--- config.mk ---
export PLATFORM = sky130hd
export DESIGN_NAME = ring_osc_trim_ctrl_flat
export DESIGN_NICKNAME = d
export VERILOG_FILES = /design/src/rtl/ring_osc_trim_ctrl_if.sv /design/src/rtl/ring_osc_trim_ctrl.sv /design/src/flat_wrapper.sv
export SDC_FILE = /design/constraint.sdc
export NUM_CORES = 1
export LEC_CHECK = 0
export BUFFER_PORTS_ARGS = -buffer_cell sky130_fd_sc_hd__buf_2
export CORE_UTILIZATION = 29
export DETAILED_ROUTE_END_ITERATION = 12
export PLACE_DENSITY = 0.58
export SYNTH_ARGS = -nofsm -noshare
export SYNTH_HDL_FRONTEND = slang
export SYNTH_SLANG_ARGS = --single-unit
--- constraint.sdc ---
create_clock -name clk -period 6.4 [get_ports clk]
set_input_delay 0.64 -clock clk [delete_from_list [all_inputs] [get_ports clk]]
set_output_delay 0.64 -clock clk [all_outputs]
set_load 0.02 [all_outputs]
--- src/rtl/ring_osc_trim_ctrl_if.sv ---
// Control/status bundle between the PLL loop controller (master) and the
// ring oscillator trim sequencer (slave).
interface ring_osc_trim_ctrl_if #(
    parameter int NSTAGES = 13,
    parameter int FRAC_W  = 4
);
    localparam int CW = $clog2(2 * NSTAGES + 1);

    logic                    enable;
    logic                    freeze;
    logic [CW-1:0]           target;
    logic [FRAC_W-1:0]       target_frac;
    logic                    osc_reset;
    logic [2*NSTAGES-1:0]    trim;
    logic [CW-1:0]           code;
    logic                    settled;

    modport master (
        output enable, freeze, target, target_frac,
        input  osc_reset, trim, code, settled
    );

    modport slave (
        input  enable, freeze, target, target_frac,
        output osc_reset, trim, code, settled
    );
endinterface

--- src/rtl/ring_osc_trim_ctrl.sv ---
// Ring oscillator trim sequencer: start-up reset, one-bit-per-step thermometer
// slew toward a clamped target, lock report. Optional trim dither: TRIM_DITHER_EN.
module ring_osc_trim_ctrl #(
    parameter int NSTAGES   = 13,
    parameter int STEP_DIV  = 16,
    parameter int RST_CYC   = 4,
    parameter int INIT_CODE = 13,
    parameter int FRAC_W    = 4
) (
    input  logic                   clk,
    input  logic                   resetb,
    ring_osc_trim_ctrl_if.slave    tc
);
    localparam int TW = 2 * NSTAGES;
    localparam int CW = $clog2(TW + 1);
    localparam int DW = (STEP_DIV > 1) ? $clog2(STEP_DIV) : 1;
    localparam int RW = (RST_CYC > 1) ? $clog2(RST_CYC) : 1;
    localparam logic [CW-1:0] MAX_CODE = CW'(TW);
    localparam logic [CW-1:0] INIT_VAL = CW'(INIT_CODE);
    localparam logic [DW-1:0] DIV_LAST = DW'(STEP_DIV - 1);
    localparam logic [RW-1:0] RST_LAST = RW'(RST_CYC - 1);

    typedef enum logic [1:0] {
        IDLE     = 2'd0,
        RST_HOLD = 2'd1,
        SLEW     = 2'd2,
        LOCKED   = 2'd3
    } state_t;

    state_t          state_r, state_nx_s;
    logic [DW-1:0]   div_r, div_nx_s;
    logic [RW-1:0]   cnt_r, cnt_nx_s;
    logic [CW-1:0]   code_r, code_nx_s, tgt_s, step_code_s;
    logic [TW-1:0]   trim_r, trim_nx_s;
    logic            osc_reset_r, settled_r;

    function automatic logic [TW-1:0] thermo(input logic [CW-1:0] c);
        logic [TW-1:0] t;
        t = '0;
        for (int j = 0; j < TW; j++) begin
            t[j] = (j < int'(c));
        end
        return t;
    endfunction

    assign tgt_s       = (tc.target > MAX_CODE) ? MAX_CODE : tc.target;
    assign step_code_s = (tgt_s > code_r) ? (code_r + CW'(1)) : (code_r - CW'(1));

    // Next-state, divider, reset counter and integer code
    always_comb begin
        state_nx_s = state_r;
        div_nx_s   = div_r;
        cnt_nx_s   = cnt_r;
        code_nx_s  = code_r;
        case (state_r)
            IDLE: begin
                code_nx_s = '0;
                div_nx_s  = '0;
                cnt_nx_s  = '0;
                if (tc.enable) begin
                    state_nx_s = RST_HOLD;
                end else begin
                    state_nx_s = IDLE;
                end
            end
            RST_HOLD: begin
                if (!tc.enable) begin
                    state_nx_s = IDLE;
                    cnt_nx_s   = '0;
                    code_nx_s  = '0;
                end else if (cnt_r == RST_LAST) begin
                    state_nx_s = SLEW;
                    cnt_nx_s   = '0;
                    div_nx_s   = '0;
                    code_nx_s  = INIT_VAL;
                end else begin
                    cnt_nx_s   = cnt_r + RW'(1);
                end
            end
            SLEW: begin
                if (!tc.enable) begin
                    state_nx_s = IDLE;
                    div_nx_s   = '0;
                    code_nx_s  = '0;
                end else if (code_r == tgt_s) begin
                    state_nx_s = LOCKED;
                    div_nx_s   = '0;
                end else if (tc.freeze) begin
                    state_nx_s = SLEW;
                end else if (div_r == DIV_LAST) begin
                    div_nx_s   = '0;
                    code_nx_s  = step_code_s;
                end else begin
                    div_nx_s   = div_r + DW'(1);
                end
            end
            LOCKED: begin
                if (!tc.enable) begin
                    state_nx_s = IDLE;
                    div_nx_s   = '0;
                    code_nx_s  = '0;
                end else if (code_r != tgt_s) begin
                    // The leaving edge already counts as the first divider tick
                    state_nx_s = SLEW;
                    if (tc.freeze) begin
                        div_nx_s  = div_r;
                    end else if (div_r == DIV_LAST) begin
                        div_nx_s  = '0;
                        code_nx_s = step_code_s;
                    end else begin
                        div_nx_s  = div_r + DW'(1);
                    end
                end else begin
                    div_nx_s   = '0;
                end
            end
            default: begin
                state_nx_s = IDLE;
                div_nx_s   = '0;
                cnt_nx_s   = '0;
                code_nx_s  = '0;
            end
        endcase
    end

`ifdef TRIM_DITHER_EN
    logic [FRAC_W-1:0] acc_r, acc_nx_s;
    logic              carry_s;
    logic [CW-1:0]     code_up_s;

    // Fraction accumulator runs only while the loop stays locked
    always_comb begin
        acc_nx_s = '0;
        carry_s  = 1'b0;
        if (state_r == LOCKED && state_nx_s == LOCKED) begin
            {carry_s, acc_nx_s} = {1'b0, acc_r} + {1'b0, tc.target_frac};
        end else begin
            acc_nx_s = '0;
            carry_s  = 1'b0;
        end
    end

    assign code_up_s = (code_nx_s == MAX_CODE) ? MAX_CODE : (code_nx_s + CW'(1));
    assign trim_nx_s = carry_s ? thermo(code_up_s) : thermo(code_nx_s);

    // Accumulator register
    always_ff @(posedge clk or negedge resetb) begin
        if (!resetb) begin
            acc_r <= '0;
        end else begin
            acc_r <= acc_nx_s;
        end
    end
`else
    assign trim_nx_s = thermo(code_nx_s);
`endif

    // State and registered outputs
    always_ff @(posedge clk or negedge resetb) begin
        if (!resetb) begin
            state_r     <= IDLE;
            div_r       <= '0;
            cnt_r       <= '0;
            code_r      <= '0;
            trim_r      <= '0;
            osc_reset_r <= 1'b1;
            settled_r   <= 1'b0;
        end else begin
            state_r     <= state_nx_s;
            div_r       <= div_nx_s;
            cnt_r       <= cnt_nx_s;
            code_r      <= code_nx_s;
            trim_r      <= trim_nx_s;
            osc_reset_r <= (state_nx_s == IDLE) || (state_nx_s == RST_HOLD);
            settled_r   <= (state_nx_s == LOCKED);
        end
    end

    assign tc.osc_reset = osc_reset_r;
    assign tc.trim      = trim_r;
    assign tc.code      = code_r;
    assign tc.settled   = settled_r;
endmodule

--- src/flat_wrapper.sv ---
// flat-port wrapper written by rule: the top's interface ports become plain ports
module ring_osc_trim_ctrl_flat 
#(
    parameter int NSTAGES   = 13,
    parameter int STEP_DIV  = 16,
    parameter int RST_CYC   = 4,
    parameter int INIT_CODE = 13,
    parameter int FRAC_W    = 4
)
  (clk, resetb, tc_enable, tc_freeze, tc_target, tc_target_frac, tc_osc_reset, tc_trim, tc_code, tc_settled);
  ring_osc_trim_ctrl_if #(.NSTAGES(NSTAGES), .FRAC_W(FRAC_W)) tc_i ();
  input  logic clk;
  input  logic resetb;
  input wire logic [$bits(tc_i.enable)-1:0] tc_enable;
  input wire logic [$bits(tc_i.freeze)-1:0] tc_freeze;
  input wire logic [$bits(tc_i.target)-1:0] tc_target;
  input wire logic [$bits(tc_i.target_frac)-1:0] tc_target_frac;
  output wire logic [$bits(tc_i.osc_reset)-1:0] tc_osc_reset;
  output wire logic [$bits(tc_i.trim)-1:0] tc_trim;
  output wire logic [$bits(tc_i.code)-1:0] tc_code;
  output wire logic [$bits(tc_i.settled)-1:0] tc_settled;
  assign tc_i.enable = tc_enable;
  assign tc_i.freeze = tc_freeze;
  assign tc_i.target = tc_target;
  assign tc_i.target_frac = tc_target_frac;
  assign tc_osc_reset = tc_i.osc_reset;
  assign tc_trim = tc_i.trim;
  assign tc_code = tc_i.code;
  assign tc_settled = tc_i.settled;
  ring_osc_trim_ctrl #(.NSTAGES(NSTAGES), .STEP_DIV(STEP_DIV), .RST_CYC(RST_CYC), .INIT_CODE(INIT_CODE), .FRAC_W(FRAC_W)) u_core (.clk(clk), .resetb(resetb), .tc(tc_i));
endmodule
==> flow_summary.toml, run 1 <==
[detailed_routing]
drtIter0Drc = 75
wl_met3_um = 154
routed_wl_mm = 3.684
wl_met1_mm = 1.815
drc = 0
drt-pass1-iter-count = 4
vias = 1394
wl_per_cell_um = 12.45
ant_nets = 0
wl_met2_mm = 1.662
vias_per_cell = 4.709
dr.max_layer_used = "met4"

[cts]
cts_sinks = 40
cts_hold_buf = 0
cts-root-buf = "clkbuf_8"
clock_path_buffers = 2
cts-buffers-inserted = 5
post_cts_buffers = 0
cts_tree = "yes"
cts_resized = 0
clkSlewWorstSetupHoldPaths_ns = 0.07
clock_latency_ns = 0.29
cts-htree-levels = 2

[status]
status = "finished, final reports clean"

[pwr]
leakagePower_nw = 1.222
power.total_mw = 0.4823
peakVddDrop_mv = 0.1130
p_per_area_nw_per_um2 = 214.8

[cells_and_area]
nets = 242
finalNonFillerCells = 296
final_layout_size_suffix_gt1_share_pct = 26.94
multi_input_area_um2 = 797.0
syn_to_final_growth_pct = 18.87
ff_latch_area_um2 = 1002
fillerInstances = 675
diodes = 0

[grt]
grt_usage_pct = 11.84
grt_max_degree = 41
antenna_found_initial = 0
grt_pass1_wl_mm = 5.934
grt-ovfl-total = 0
grt_pass1_vias = 1300

[setup_path]
path_max_fanout = 26
cp.arrival_ns = 3.83
worstPathCellList = "buf_2, a31o_2, ha_1, nand3b_1, a21o_1, and2_0, or2_2, ha_1, nand2b_1, o2bb2ai_1, and4_1, o211ai_1, a21boi_4, o21ai_0"
critPathMostFrequentCell = "ha_1"
reg2reg_from = "u_core.tc.trim[15]$_DFF_PN0_"
crit_family = "compound AO/OA/AOI/OAI gates"
rrSetupSlack_ns = 2.82
end_kind = "flip-flop"
cp.required_ns = 6.52
worst-path-buf-inv = 1
cp_slowest_cell = "a21boi_4"
crit_type = "in2reg"
critPathLaunchType = "input port"
worst_path_largest_cell_delay_ns = 0.59
crit_start = "tc_target[4]"

[sta]
period_minus_slack_ns = 3.711
final.setup.tns_ns = 0
fin_crit_sh_pct = 57.98
skew_ns = 0.01041
rsz0062_at_grt = "false"
worst_pin_slew_ns = 0.9042
maxSlewHeadroom_pct = 39.72
fmax_mhz = 269.5
finalHoldViolations = 0
drv_slew = 0
setup_viol_count_final = 0

[synth]
synth_top_family_by_area = "compound AO/OA/AOI/OAI gates"
synthArstFlopShare_pct = 100.0
synth-seq-area-share_pct = 53.05
synth_ff_type = "dfrtp_1"
ys_top_cells_by_area = "dfrtp_1 52%, ha_1 6.6%, nand2_1 4.2%"
synth_nets = 202
yosys_warnings = 0
synth_edf_count = 0
syn_area_per_cell_um2 = 10.61
ys_types = 46
syn_area_um2 = 1889
synth_adder_area_share_pct = 7.682
synth-seq-cells = 40
syn_inst = 178
synth_compound_area_share_pct = 18.81
synthSimpleGateAreaFrac_pct = 14.24
synthMuxAreaShare_pct = 0.5298
synth-xor-area-share_pct = 0.9272
synth_top_area_cell = "dfrtp_1"
yosys.area.top_type_share_pct = 51.66

[place]
placed_cells = 288
numPortBuffers = 41
place_hpwl_mm = 2.667
routabilityCongestion = 0.7855

[die]
rows = 29
die_y_um = 82.72
io_pins = 46
core_area_um2 = 6314
start_util_pct = 29.92
die_width_um = 82.72
die_area_um2 = 6842

[worst_hold_path]
worstHoldPathType = "in2async"

[flow_run]
drv_cap = 0
flip-flops by register name, summed over array words and instances (netlist names):
| name | count |
|---|---|
| u_core.state_r | 2 |
| u_core.tc.settled | 1 |
| u_core.tc.trim | 26 |
| u_core.cnt_r | 2 |
| u_core.tc.code | 4 |
| u_core.tc.osc_reset | 1 |
| u_core.div_r | 4 |
logic make-up after synthesis:
| kind of cell | count (synthesis) |
|---|---|
| simple gates | 56 |
| compound gates | 51 |
| flops | 40 |
| buf+inv | 17 |
| fa+ha+maj | 11 |
| xor+xnor | 2 |
| mux | 1 |
synthesized netlist by cell type (2+ instances only):
cell type,n
a21o_1,4
a21oi_1,13
a22o_1,2
a2bb2oi_1,2
a31oi_1,2
and2_1,3
buf_4,3
buf_6,2
clkbuf_1,3
dfrtp_1,39
ha_1,10
inv_1,9
nand2_1,21
nand2b_1,2
nand3_1,7
nor2_1,12
nor2b_1,2
o211ai_1,2
o21ai_0,13
where the power goes:
group          internal [mW]  leakage (nW)  switching [mW]
logic                 0.0104         0.615          0.0177
clock network          0.115        0.0541          0.0838
registers              0.254         0.552        0.000966
per-layer routing:
metal,GRT usage [%],vias to the layer above
met1,15.66,646
met2,18.36,36
li1,-,706
met4,4.138,0
met5,0,-
met3,3.407,6
layout by cell type (no fill, tap or decap), types with 2 or more instances in the layout:
cell and instances:
o21ai_0 13, a22o_1 2, nand2b_1 2, nor2b_1 2, inv_1 9, clkbuf_8 5, nand2_1 21, a21oi_1 13
nand3_1 7, nor2_1 12, a31oi_1 2, dfrtp_1 39, o211ai_1 2, a2bb2oi_1 2, a21o_1 4, ha_1 10
and2_1 3, buf_2 41
metrics by stage:
| step | hold WS, ns | util, % | setup WS (ns) | area [µm²] |
|---|---|---|---|---|
| after floorplan | 0.3444 | - | 3.022 | 1889 |
| final | 0.4643 | 35.57 | 2.689 | 2246 |
| after global routing | 0.5178 | 35.57 | 2.452 | 2246 |
| after global placement | 0.4903 | 33.81 | 2.403 | 2135 |
| after CTS | 0.4917 | 35.57 | 2.676 | 2246 |
| after detailed placement | 0.4873 | 33.81 | 2.358 | 2135 |
layout make-up:
type / instances / share of cell area, %
Clock buffer: 5 / 3.064
Clock inverter: 3 / 1.894
Timing Repair Buffer: 41 / 9.137
Sequential cell: 40 / 44.62
Multi-Input combinational cell: 121 / 35.49
Inverter: 9 / 1.504
Tap cell: 77 / 4.290
path summary, 6_finish.rpt:
| path | to | cells after the start |
|---|---|---|
| max reg2reg | u_core.tc.trim[14]$_DFF_PN0_ | 13 |
| max | u_core.tc.trim[14]$_DFF_PN0_ | 14 |
| min | u_core.tc.trim[15]$_DFF_PN0_ | 1 |
| min in group clk | u_core.cnt_r[0]$_DFFE_PN0P_ | 1 |
| min reg2reg | u_core.cnt_r[0]$_DFFE_PN0P_ | 1 |
| max in group asynchronous | u_core.tc.code[1]$_DFF_PN0_ | 1 |
No activity file was read; power rests on OpenSTA's default activity.
==> run 2, diff against run 1 <==
clock period = 3.6 ns   (was 6.4 ns; I/O delays follow)
==> run 2 against run 1 <==
  * Worst setup slack got worse by 2.4 ns
  * Sequential cell count unchanged
  * Critical path type is now reg2reg
  * Final cell count rose by 2.4%
  * Non-clock buffer count grew 7
==> flow_summary.toml, run 2 (synthesized netlist as in run 1, its figures left out) <==
[setup_path]
crit_start = "u_core.tc.trim[15]$_DFF_PN0_"
rrSetupSlack_ns = 0.30
reg2reg_depth = 14
crit_type = "reg2reg"
cp.required_ns = 3.81
reg2reg_from = "u_core.tc.trim[15]$_DFF_PN0_"
path_max_fanout = 26
end_kind = "flip-flop"
cp.arrival_ns = 3.50
critPathLaunchType = "flip-flop"
endpoint = "u_core.tc.trim[20]$_DFF_PN0_"
r2r_end = "u_core.tc.trim[20]$_DFF_PN0_"

[cts]
cts-buffers-inserted = 5
cts_hold_buf = 0
cts_tree = "yes"
cts_sinks = 40
clock_latency_ns = 0.29
cts_resized = 0
cts-htree-levels = 2
cts-root-buf = "clkbuf_8"
clock_path_buffers = 2
post_cts_buffers = 0
clkSlewWorstSetupHoldPaths_ns = 0.08

[flow_run]
drv_cap = 0

[sta]
finalHoldViolations = 0
setup_viol_count_final = 0
fmax_mhz = 303.5
period_minus_slack_ns = 3.295
maxSlewHeadroom_pct = 42.14
drv_slew = 0
rsz0062_at_grt = "false"
final.setup.tns_ns = 0
skew_ns = 0.005230
fin_ws_ns = 0.3049
worst_pin_slew_ns = 0.8680
fin_crit_sh_pct = 91.53

[cells_and_area]
mostFrequentLayoutCells = "41 x buf_2, 39 x dfrtp_1, 21 x nand2_1"
mostFrequentLayoutCell = "buf_2"
syn_to_final_growth_pct = 21.52
final_layout_size_suffix_gt1_share_pct = 29.20
multi_input_area_um2 = 797.0
diodes = 0
largest_reg_flops = 26
ff_latch_area_um2 = 1002
fillerInstances = 673
nets = 249

[die]
die_y_um = 82.72
die_width_um = 82.72
core_area_um2 = 6314
io_pins = 46
die_area_um2 = 6842
rows = 29
start_util_pct = 29.92

[detailed_routing]
ant_nets = 0
drc = 0
wl_per_cell_um = 12.38
vias_per_cell = 4.752
drt-pass1-iter-count = 4
drtIter0Drc = 68
routed_wl_mm = 3.751
vias = 1440

[worst_hold_path]
worstHoldPathType = "in2async"

[grt]
grt_pass1_vias = 1306
grt_pass1_wl_mm = 6.003
antenna_found_initial = 0
grt_usage_pct = 11.95
grt-ovfl-total = 0
grt_max_degree = 41

[place]
routabilityCongestion = 0.7519
numPortBuffers = 41
place_hpwl_mm = 2.753
pre_cts_slack_ns = 0.1913

[pwr]
leakagePower_nw = 1.262
peakVddDrop_mv = 0.1968
p_per_area_nw_per_um2 = 354.3

[status]
status = "finished, final reports clean"
run 2: stage by stage:
stage	instance area [µm²]	power (mW)	util, %	hold WS [ns]	cells
global route	2296	0.8582	36.37	0.2510	303
global placement	2200	0.5138	34.84	0.4950	295
detailed placement	2200	0.5147	34.84	0.5003	295
CTS	2296	0.8302	36.37	0.2138	303
floorplan	1889	0.4916	-	0.06441	178
finish	2296	0.8135	36.37	0.1871	303
run 2: critical path, cell delays in order, from the launching register on:
cell and delay [ns]:
dfrtp_1 0.44, inv_1 0.10, ha_1 0.32, and4_4 0.26, and2_1 0.20, or2_2 0.18, inv_1 0.06, fa_1 0.38
nand2b_1 0.16, o2bb2ai_1 0.16, and4_1 0.24, o32ai_2 0.33, a21boi_4 0.10, buf_12 0.16, a21oi_1 0.13
run 2: metal layers:
layer	routed length (µm)	GRT usage (%)
met5	0	0
met1	1734	15.98
met4	36	4.138
met3	222	3.736
met2	1758	18.11
run 2: worst min-delay path by stage:
stage / to / slack (ns) / depth (start not counted)
finish: u_core.cnt_r[1]$_DFFE_PN0P_ / 0.19 / 1
CTS: u_core.tc.trim[22]$_DFF_PN0_ / 0.21 / 1
global placement: u_core.cnt_r[0]$_DFFE_PN0P_ / 0.49 / 1
detailed placement: u_core.cnt_r[0]$_DFFE_PN0P_ / 0.50 / 1
global route: u_core.div_r[0]$_DFFE_PN0P_ / 0.25 / 1
floorplan: u_core.cnt_r[0]$_DFFE_PN0P_ / 0.06 / 0
run 2: layout make-up:
| cell class | count | share of cell area (%) |
|---|---|---|
| clock buffer | 6 | 3.597 |
| clock inverter | 2 | 0.5995 |
| timing repair buffer | 48 | 11.77 |
| tap | 77 | 4.196 |
| multi-input combinational | 121 | 34.71 |
| inverter | 9 | 1.471 |
| sequential | 40 | 43.65 |
run 2: power by group:
part           leakage [nW]  total (mW)  switching (mW)  internal, mW
clock                0.0516       0.309           0.152         0.157
sequential            0.552       0.454         0.00177         0.452
combinational         0.658      0.0510          0.0318        0.0192
total                  1.26       0.814           0.186         0.628
==> run 3, diff against run 2 <==
CORE_UTILIZATION = 52   (was 29)
PLACE_DENSITY = 0.83   (was 0.58)
==> run 3 against run 2 <==
  * Power fell by 11%
  * Register-to-register slack lost 0.04 ns
  * Largest power group unchanged
  * Largest cell class unchanged
  * Hold slack worse by 0.090 ns
==> flow_summary.toml, run 3 (synthesized netlist as in run 1, its figures left out) <==
[sta]
skew_ns = 0.01188
fin_hold_ws_ns = 0.09666
fin_crit_sh_pct = 92.53
fmax_mhz = 300.2
drv_slew = 0
worst_pin_slew_ns = 0.8380
period_minus_slack_ns = 3.331
final.setup.tns_ns = 0
rsz0062_at_grt = "false"
maxSlewHeadroom_pct = 44.13
finalHoldViolations = 0
setup_viol_count_final = 0

[place]
post_dp_cell_area_um2 = 2153
numPortBuffers = 41
place_hpwl_mm = 2.824
routabilityCongestion = 0.7932

[die]
die_y_um = 62.28
die_width_um = 62.28
rows = 21
io_pins = 46
die_area_um2 = 3878
start_util_pct = 55.31
core_area_um2 = 3416

[flow_run]
drv_cap = 0

[worst_hold_path]
worstHoldPathType = "in2async"

[pwr]
p_per_area_nw_per_um2 = 329.3
leakagePower_nw = 1.233
peakVddDrop_mv = 0.2124

[grt]
grt_pass1_vias = 1447
grt_max_degree = 41
grt_use_met2_pct = 38.87
grt_usage_pct = 22.08
grtUsageMet1_pct = 23.87
antenna_found_initial = 0
grt-ovfl-total = 0
grtUsageMet3_pct = 7.537
grt_pass1_wl_mm = 6.492
gr-max-usage-layer = "met2"

[setup_path]
reg2reg_depth = 12
critPathMostFrequentCell = "ha_1"
crit_type = "reg2reg"
cp.arrival_ns = 3.57
path_max_fanout = 7
critPathLaunchType = "flip-flop"
worstPathCellList = "inv_1, ha_1, and4_4, and2_1, or2_2, ha_1, a21o_1, a21oi_1, xor2_1, o211ai_2, nor2_1, nand3_1"
r2r_end = "u_core.tc.trim[2]$_DFF_PN0_"
reg2reg_from = "u_core.tc.trim[15]$_DFF_PN0_"
cp_slowest_cell = "dfrtp_1"
cp.required_ns = 3.84
worst_path_largest_cell_delay_ns = 0.47
end_kind = "flip-flop"
rrSetupSlack_ns = 0.27

[detailed_routing]
vias_per_cell = 5.303
drt-pass1-iter-count = 4
routed_wl_mm = 3.759
vias = 1437
drtIter0Drc = 79
wl_per_cell_um = 13.87
drc = 0
ant_nets = 0

[cts]
cts-buffers-inserted = 5
cts_tree = "yes"
clock_path_buffers = 2
cts-htree-levels = 2
cts_resized = 0
clkSlewWorstSetupHoldPaths_ns = 0.13
cts_sinks = 40
cts-root-buf = "clkbuf_4"
post_cts_buffers = 0
clock_latency_ns = 0.36
cts_hold_buf = 0

[cells_and_area]
largest_reg_flops = 26
mostFrequentLayoutCells = "41 x buf_2, 39 x dfrtp_1, 21 x nand2_1"
syn_to_final_growth_pct = 16.82
nets = 248
diodes = 0
final_layout_size_suffix_gt1_share_pct = 28.44
mostFrequentLayoutCell = "buf_2"
postLayoutCellArea_um2 = 2207

[status]
status = "finished, final reports clean"
## run 3: how the worst max path moves through the flow
stage,from,to,slack [ns]
finish,u_core.tc.trim[15]$_DFF_PN0_,u_core.tc.trim[2]$_DFF_PN0_,0.27
detailed placement,tc_target[2],u_core.tc.trim[20]$_DFF_PN0_,0.17
global placement,tc_target[2],u_core.tc.trim[16]$_DFF_PN0_,0.25
floorplan,u_core.tc.trim[15]$_DFF_PN0_,u_core.tc.trim[0]$_DFF_PN0_,0.48
CTS,u_core.tc.trim[15]$_DFF_PN0_,u_core.tc.trim[2]$_DFF_PN0_,0.25
global route,u_core.tc.trim[15]$_DFF_PN0_,u_core.tc.trim[2]$_DFF_PN0_,0.04
## run 3: area by class of cell
class	count	area, µm²
inverters	9	33.78
fillers	294	1209
multi-input cells	121	797.0
well taps	46	57.56
clock buffers	6	41.29
clock inverters	2	12.51
flip-flops and latches	40	1002
repair buffers	47	262.8
## run 3: critical path: cells and delay by family (launching register included)
family	cells	cell delay (ns)
DFF	1	0.47
buffers and inverters	1	0.10
xor gates and xnor gates	1	0.24
and+or+nand+nor	5	1.25
AOI/OAI and AO/OA	3	0.55
adders and majority gates	2	0.62
## run 3: where the power goes
part	switching (mW)	leakage [nW]	total [mW]	internal (mW)
logic	0.0319	0.653	0.0512	0.0192
clock network	0.147	0.0282	0.222	0.0754
registers	0.00170	0.552	0.454	0.452
## run 3: stage by stage
step | worst slack [ns] | utilization (%) | total power [mW] | cells
finish | 0.2688 | 64.62 | 0.7269 | 271
global route | 0.04097 | 64.62 | 0.7600 | 271
CTS | 0.2517 | 64.62 | 0.7321 | 271
detailed placement | 0.1690 | 63.04 | 0.5141 | 263
global placement | 0.2488 | 63.04 | 0.5123 | 263
floorplan | 0.4801 | - | 0.4916 | 178
## run 3: layer usage
layer,vias up,part of all wire [%]
met5,-,0
met4,0,1.9
met3,9,3.9
met2,25,51
met1,689,43
li1,714,-
